### config.mk
export PLATFORM = sky130hd
export DESIGN_NAME = mlp_batch_scheduler
export DESIGN_NICKNAME = d
export VERILOG_FILES = /design/src/rtl/mlp_sched_pkg.sv /design/src/rtl/mlp_watchdog.sv /design/src/rtl/mlp_batch_scheduler.sv
export SDC_FILE = /design/constraint.sdc
export NUM_CORES = 1
export LEC_CHECK = 0
export CAP_MARGIN = 20
export CORE_ASPECT_RATIO = 1.1
export CORE_UTILIZATION = 47
export DETAILED_ROUTE_END_ITERATION = 8
export PLACE_DENSITY = 0.76
export SETUP_SLACK_MARGIN = 0.15
export SLEW_MARGIN = 40
export SYNTH_ARGS = -nofsm -noshare
export SYNTH_HDL_FRONTEND = slang
export SYNTH_SLANG_ARGS = --single-unit
### constraint.sdc
create_clock -name clk -period 1.97 [get_ports clk]
set_input_delay 0.591 -clock clk [delete_from_list [all_inputs] [get_ports clk]]
set_output_delay 0.591 -clock clk [all_outputs]
set_load 0.03 [all_outputs]
### src/rtl/mlp_sched_pkg.sv
// rtl/mlp_sched_pkg.sv - shared state encoding and constants for the MLP batch scheduler
package mlp_sched_pkg;

  typedef enum logic [2:0] {
    S_IDLE,
    S_ISSUE,
    S_WAIT,
    S_RECORD,
    S_DONE
  } state_t;

  // ISSUE and RECORD add two cycles on top of the MLP latency for every case
  localparam int unsigned CASE_OVERHEAD = 2;

endpackage

### src/rtl/mlp_watchdog.sv
// rtl/mlp_watchdog.sv - per-case watchdog: clearable enabled counter flagging timeout_cycles-1
module mlp_watchdog #(
  parameter int timeout_cycles = 4096,
  parameter int clog2_timeout  = 12
) (
  input  logic clk,
  input  logic rst,
  input  logic clk_en,
  input  logic clear,
  input  logic inc,
  output logic expired
);

  localparam logic [clog2_timeout-1:0] limit = clog2_timeout'(timeout_cycles - 1);

  logic [clog2_timeout-1:0] count;

  always_ff @(posedge clk) begin
    if (rst) begin
      count <= '0;
    end else if (clk_en) begin
      if (clear) count <= '0;
      else if (inc) count <= count + 1'b1;
    end
  end

  assign expired = (count == limit);

endmodule

### src/rtl/mlp_batch_scheduler.sv
// rtl/mlp_batch_scheduler.sv - sequences the MLP over a batch of stored cases and scores the labels
module mlp_batch_scheduler
  import mlp_sched_pkg::*;
#(
  parameter int clog2_size_of_output_layer = 4,
  parameter int number_of_test_cases       = 750,
  parameter int clog2_number_of_test_cases = 10,
  parameter int timeout_cycles             = 4096,
  parameter int clog2_timeout              = 12
) (
  input  logic                                  clk,
  input  logic                                  rst,
  input  logic                                  clk_en,
  input  logic                                  start,
  input  logic                                  abort,
  output logic                                  mlp_start,
  input  logic                                  mlp_ready,
  input  logic [clog2_size_of_output_layer-1:0] mlp_label,
  input  logic [clog2_size_of_output_layer-1:0] expected_label,
  output logic [clog2_number_of_test_cases-1:0] case_index,
  output logic [clog2_size_of_output_layer-1:0] last_label,
  output logic                                  last_valid,
  output logic [clog2_number_of_test_cases:0]   correct_count,
  output logic                                  busy,
  output logic                                  done,
  output logic                                  timeout_err
);

  localparam logic [clog2_number_of_test_cases-1:0] last_index =
    clog2_number_of_test_cases'(number_of_test_cases - 1);

  state_t state;
  logic   launch;
  logic   wd_clear;
  logic   wd_inc;
  logic   wd_expired;

  assign launch     = ((state == S_IDLE) || (state == S_DONE)) && start;
  assign mlp_start  = (state == S_ISSUE) && clk_en;
  // an aborted RECORD is neither scored nor announced
  assign last_valid = (state == S_RECORD) && clk_en && !abort;
  assign wd_clear   = launch || ((state == S_RECORD) && !abort && (case_index != last_index));
  assign wd_inc     = (state == S_WAIT) && !abort && !mlp_ready && !wd_expired;

  mlp_watchdog #(
    .timeout_cycles(timeout_cycles),
    .clog2_timeout (clog2_timeout)
  ) u_watchdog (
    .clk    (clk),
    .rst    (rst),
    .clk_en (clk_en),
    .clear  (wd_clear),
    .inc    (wd_inc),
    .expired(wd_expired)
  );

  always_ff @(posedge clk) begin
    if (rst) begin
      state         <= S_IDLE;
      case_index    <= '0;
      correct_count <= '0;
      last_label    <= '0;
      timeout_err   <= 1'b0;
      busy          <= 1'b0;
      done          <= 1'b0;
    end else if (clk_en) begin
      case (state)
        S_IDLE, S_DONE: begin
          if (start) begin
            state         <= S_ISSUE;
            case_index    <= '0;
            correct_count <= '0;
            timeout_err   <= 1'b0;
            busy          <= 1'b1;
            done          <= 1'b0;
          end
        end
        S_ISSUE: begin
          if (abort) begin
            state <= S_IDLE;
            busy  <= 1'b0;
          end else begin
            state <= S_WAIT;
          end
        end
        S_WAIT: begin
          if (abort) begin
            state <= S_IDLE;
            busy  <= 1'b0;
          end else if (mlp_ready) begin
            state      <= S_RECORD;
            last_label <= mlp_label;
          end else if (wd_expired) begin
            state       <= S_DONE;
            timeout_err <= 1'b1;
            busy        <= 1'b0;
            done        <= 1'b1;
          end
        end
        S_RECORD: begin
          if (abort) begin
            state <= S_IDLE;
            busy  <= 1'b0;
          end else begin
            if (last_label == expected_label) correct_count <= correct_count + 1'b1;
            if (case_index == last_index) begin
              state <= S_DONE;
              busy  <= 1'b0;
              done  <= 1'b1;
            end else begin
              case_index <= case_index + 1'b1;
              state      <= S_ISSUE;
            end
          end
        end
        default: begin
          state <= S_IDLE;
          busy  <= 1'b0;
          done  <= 1'b0;
        end
      endcase
    end
  end

endmodule

==> impl_metrics.csv <==
group,metric,value,unit
synthesis,post_synthesis_net_count,307,
final_layout,sequential_cell_area,882.1,µm²
critical_path,worst_path_max_delay_cell,"or4_4",
critical_path,start_kind,"input port",
critical_path,path_delay_family,"simple AND/OR/NAND/NOR gates",
sta,max_slew.worst_pin.slew,0.3969,ns
synthesis,synth_sequential_area_ratio,36.85,%
sta,worst_clock_skew,0.006603,ns
worst_hold_path,worstHoldPathCells,2,
clock_tree,cts-htree-levels,2,
detailed_routing,vias,2868,
sta,finalHoldViolations,0,
status,run_status,"completed",
critical_path,timing.setup.critical_path_class,"in2reg",
clock_tree,cts-root-to-sink-buffers,2,
detailed_routing,iteration_count_of_the_initial_detailed_routing_pass,5,
floorplan,die_height,75.94,µm
sta,finalCriticalPeriod,1.934,ns
detailed_routing,avgViaCountPerCell,6.303,
sta,slew_headroom,72.86,%
critical_path,path_cells,"buf_6, and4bb_4, buf_4, nand3_2, o21a_4, or4_4, a21oi_2",
synthesis,synth_largest_area_cell,"dfxtp_1",
detailed_routing,drtIter0Drc,248,
worst_hold_path,hold_path.class,"reg2reg",
final_layout,layout.nets,416,
synthesis,syn-cell-area,2336,µm²
synthesis,ys_dominant_reg_cell,"dfxtp_1",
final_layout,final_layout_size_suffix_gt1_share,35.34,%
detailed_routing,antenna_violating_nets_post_route,0,
synthesis,yosysTopAreaCellShare,36.85,%
synthesis,count_of_flip_flops_with_a_built_in_enable_after_synthesis,0,
synthesis,synthesis.area_per_instance,8.083,µm²
placed_design,placed_cells,429,
critical_path,ff2ff_path_depth,6,
global_route,global_route.usage.total,28.42,%
synthesis,syn_inst,289,
sta,achievable_clock_frequency,517.1,MHz
synthesis,ys_types,52,
placed_design,place.gp.congestion,0.8637,
power,power-per-cell-area,513.1,nW/µm²
sta,timing.final.setup_violations,0,
power,cellLeakagePower,1.534,nW
final_layout,multiInputGateArea,1682,µm²
clock_tree,clk_latency,0.30,ns
synthesis,postSynth.asyncResetShare,0,%
run,max-cap-violations,0,
critical_path,timing.critical_path.slowest_cell_delay,0.50,ns
final_layout,utilization,78.54,%
placed_design,port-buffer-count,43,
final_layout,fillCellCount,315,
detailed_routing,drt_drc_violations_left,0,
detailed_routing,wire_per_inst,18.63,µm
worst_hold_path,timing.hold.worst.start,"timeout_err",
sta,crit_share_post_route,98.16,%
floorplan,initial_utilization,49.52,%
global_route,grt_pass1_wl,12.30,mm
synthesis,yosys_warnings,0,
sta,finalHoldWorstSlack,0.4740,ns
final_layout,antenna_cells,0,
clock_tree,clock_sink_count,43,
power,power,1.901,mW
synthesis,synth_seq_cells,43,
floorplan,die_width,69.22,µm
critical_path,r2r_slack,0.04,ns
floorplan,core.rowCount,26,
sta,maxSlewViolCount,0,
clock_tree,tritoncts,"built",
critical_path,rr_endpoint,"correct_count[5]",
critical_path,end_kind,"flop",
sta,setup_repair_after_global_routing_missed_its_margin,"yes",
clock_tree,clock_tree.root_cell,"clkbuf_8",
final_layout,syn_to_final_growth,58.60,%
critical_path,cp_max_fo,6,
critical_path,worst-path-buf-inv,2,
clock_tree,cts_made_buffers,5,
floorplan,floorplan.io_pins,44,
global_route,grt_max_degree,14,
critical_path,cp.arrival,2.17,ns
final_layout,layout.cells.non_filler,455,
floorplan,coreArea,4717,µm²
synthesis,synth_area_leaders,"dfxtp_1 37%, nand3_1 5.1%, a21oi_1 4.5%",
placed_design,detailedPlacementHpwl,5.013,mm
worst_hold_path,timing.hold.worst_endpoint,"timeout_err",
critical_path,required,2.20,ns
critical_path,critical_path.reg2reg.startpoint,"state[2]",
detailed_routing,drt_wl_total,8.478,mm
clock_tree,clk_transition_reported_paths,0.09,ns
global_route,vias_in_the_first_global_route,2650,
global_route,globalRouteOverflowTotal,0,
floorplan,dieArea,5257,µm²
power,vdd.ir_drop.worst,0.3707,mV
clock_tree,cts_hold_buf,0,
global_route,antenna_violations_before_repair,0,
-- where the power goes --
| part | internal [mW] | switching [mW] |
|---|---|---|
| logic | 0.154 | 0.182 |
| clock network | 0.360 | 0.323 |
| registers | 0.873 | 0.00903 |
-- final cells by class --
cell class | instances | share of cell area, %
Multi-Input combinational cell | 232 | 45.39
Sequential cell | 43 | 23.81
Timing Repair Buffer | 110 | 25.13
Clock buffer | 7 | 2.904
Clock inverter | 1 | 0.1351
Inverter | 6 | 0.7430
Tap cell | 56 | 1.891
-- cell usage in the layout (no fill, tap or decap), types with 4 or more instances in the layout --
| cell type | count |
|---|---|
| a21oi_1 | 18 |
| a31oi_1 | 4 |
| and2_1 | 5 |
| and3_1 | 8 |
| buf_4 | 58 |
| buf_6 | 13 |
| clkbuf_8 | 6 |
| clkdlybuf4s50_1 | 5 |
| dfxtp_1 | 30 |
| dfxtp_2 | 11 |
| dlygate4sd2_1 | 33 |
| mux2i_1 | 4 |
| nand2_1 | 22 |
| nand3_1 | 20 |
| nand4_1 | 6 |
| nor2_1 | 22 |
| nor2_2 | 4 |
| nor3_1 | 10 |
| o211ai_1 | 5 |
| o21ai_0 | 7 |
| o21ai_2 | 4 |
| or3_1 | 7 |
| or4_1 | 5 |
| xnor2_2 | 4 |
-- routing by layer --
layer | routed length, µm | up-vias | share of wire (%) | global-route usage [%]
li1 | - | 1324 | - | -
met1 | 3437 | 1367 | 41 | 34.08
met2 | 4225 | 140 | 50 | 49.61
met3 | 494 | 37 | 5.8 | 5.053
met4 | 321 | 0 | 3.8 | 11.63
met5 | 0 | - | 0 | 0
-- through the flow --
stage	instance area, µm²	worst slack (ns)	TNS, ns
3_5_place_dp	3203	-0.4596	-12.83
3_3_place_gp	3203	-0.4183	-11.94
2_1_floorplan	2384	0.04082	0
6_report	3705	0.03616	0
4_1_cts	3483	0.06933	0
5_1_grt	3705	-0.008912	-0.008912
-- worst min-delay path, cell delays in order (launching register included) --
cell,delay (ns)
dfxtp_1,0.32
nand2_1,0.05
a21oi_1,0.06
-- cell usage after synthesis (7+ instances only) --
cell type / count
dfxtp_1: 43
or4_1: 7
and3_1: 9
nand2_1: 24
nand3_1: 24
a21oi_1: 21
nor3_1: 11
o31ai_1: 7
nor2_1: 27
or3_1: 7
o21ai_0: 12
-- cells by family after synthesis --
kind of cell	after synthesis	share of synthesized area, %
buffers and inverters	15	3.160
AND/OR/NAND/NOR	139	31.60
multiplexers	4	1.714
adder cells (fa/ha/maj)	4	2.143
flip-flops	43	36.85
AO/OA/AOI/OAI	78	22.28
XOR/XNOR	6	2.250
-- what timing repair did --
action	CTS	global route
endpoints found under the setup margin	65	35
gates resized for setup	69	53
pin swaps	11	20
cloned	1	0
buffers inserted	12	5
-- state kept, by name (all words and copies together), names as in the netlist --
name,cells
last_label,4
busy,1
case_index,10
done,1
timeout_err,1
correct_count,11
state,3
u_watchdog.count,12
-- worst max-delay path by stage --
stage / startpoint / end / slack [ns] / cells past startpoint
floorplan: abort / correct_count[5] / 0.04 / 6
global placement: abort / correct_count[5] / -0.42 / 6
detailed placement: abort / correct_count[5] / -0.46 / 6
CTS: abort / last_valid / 0.07 / 4
global route: state[0] / correct_count[5] / -0.009 / 6
finish: abort / correct_count[5] / 0.04 / 7
Power figures use the tool's default switching activity.
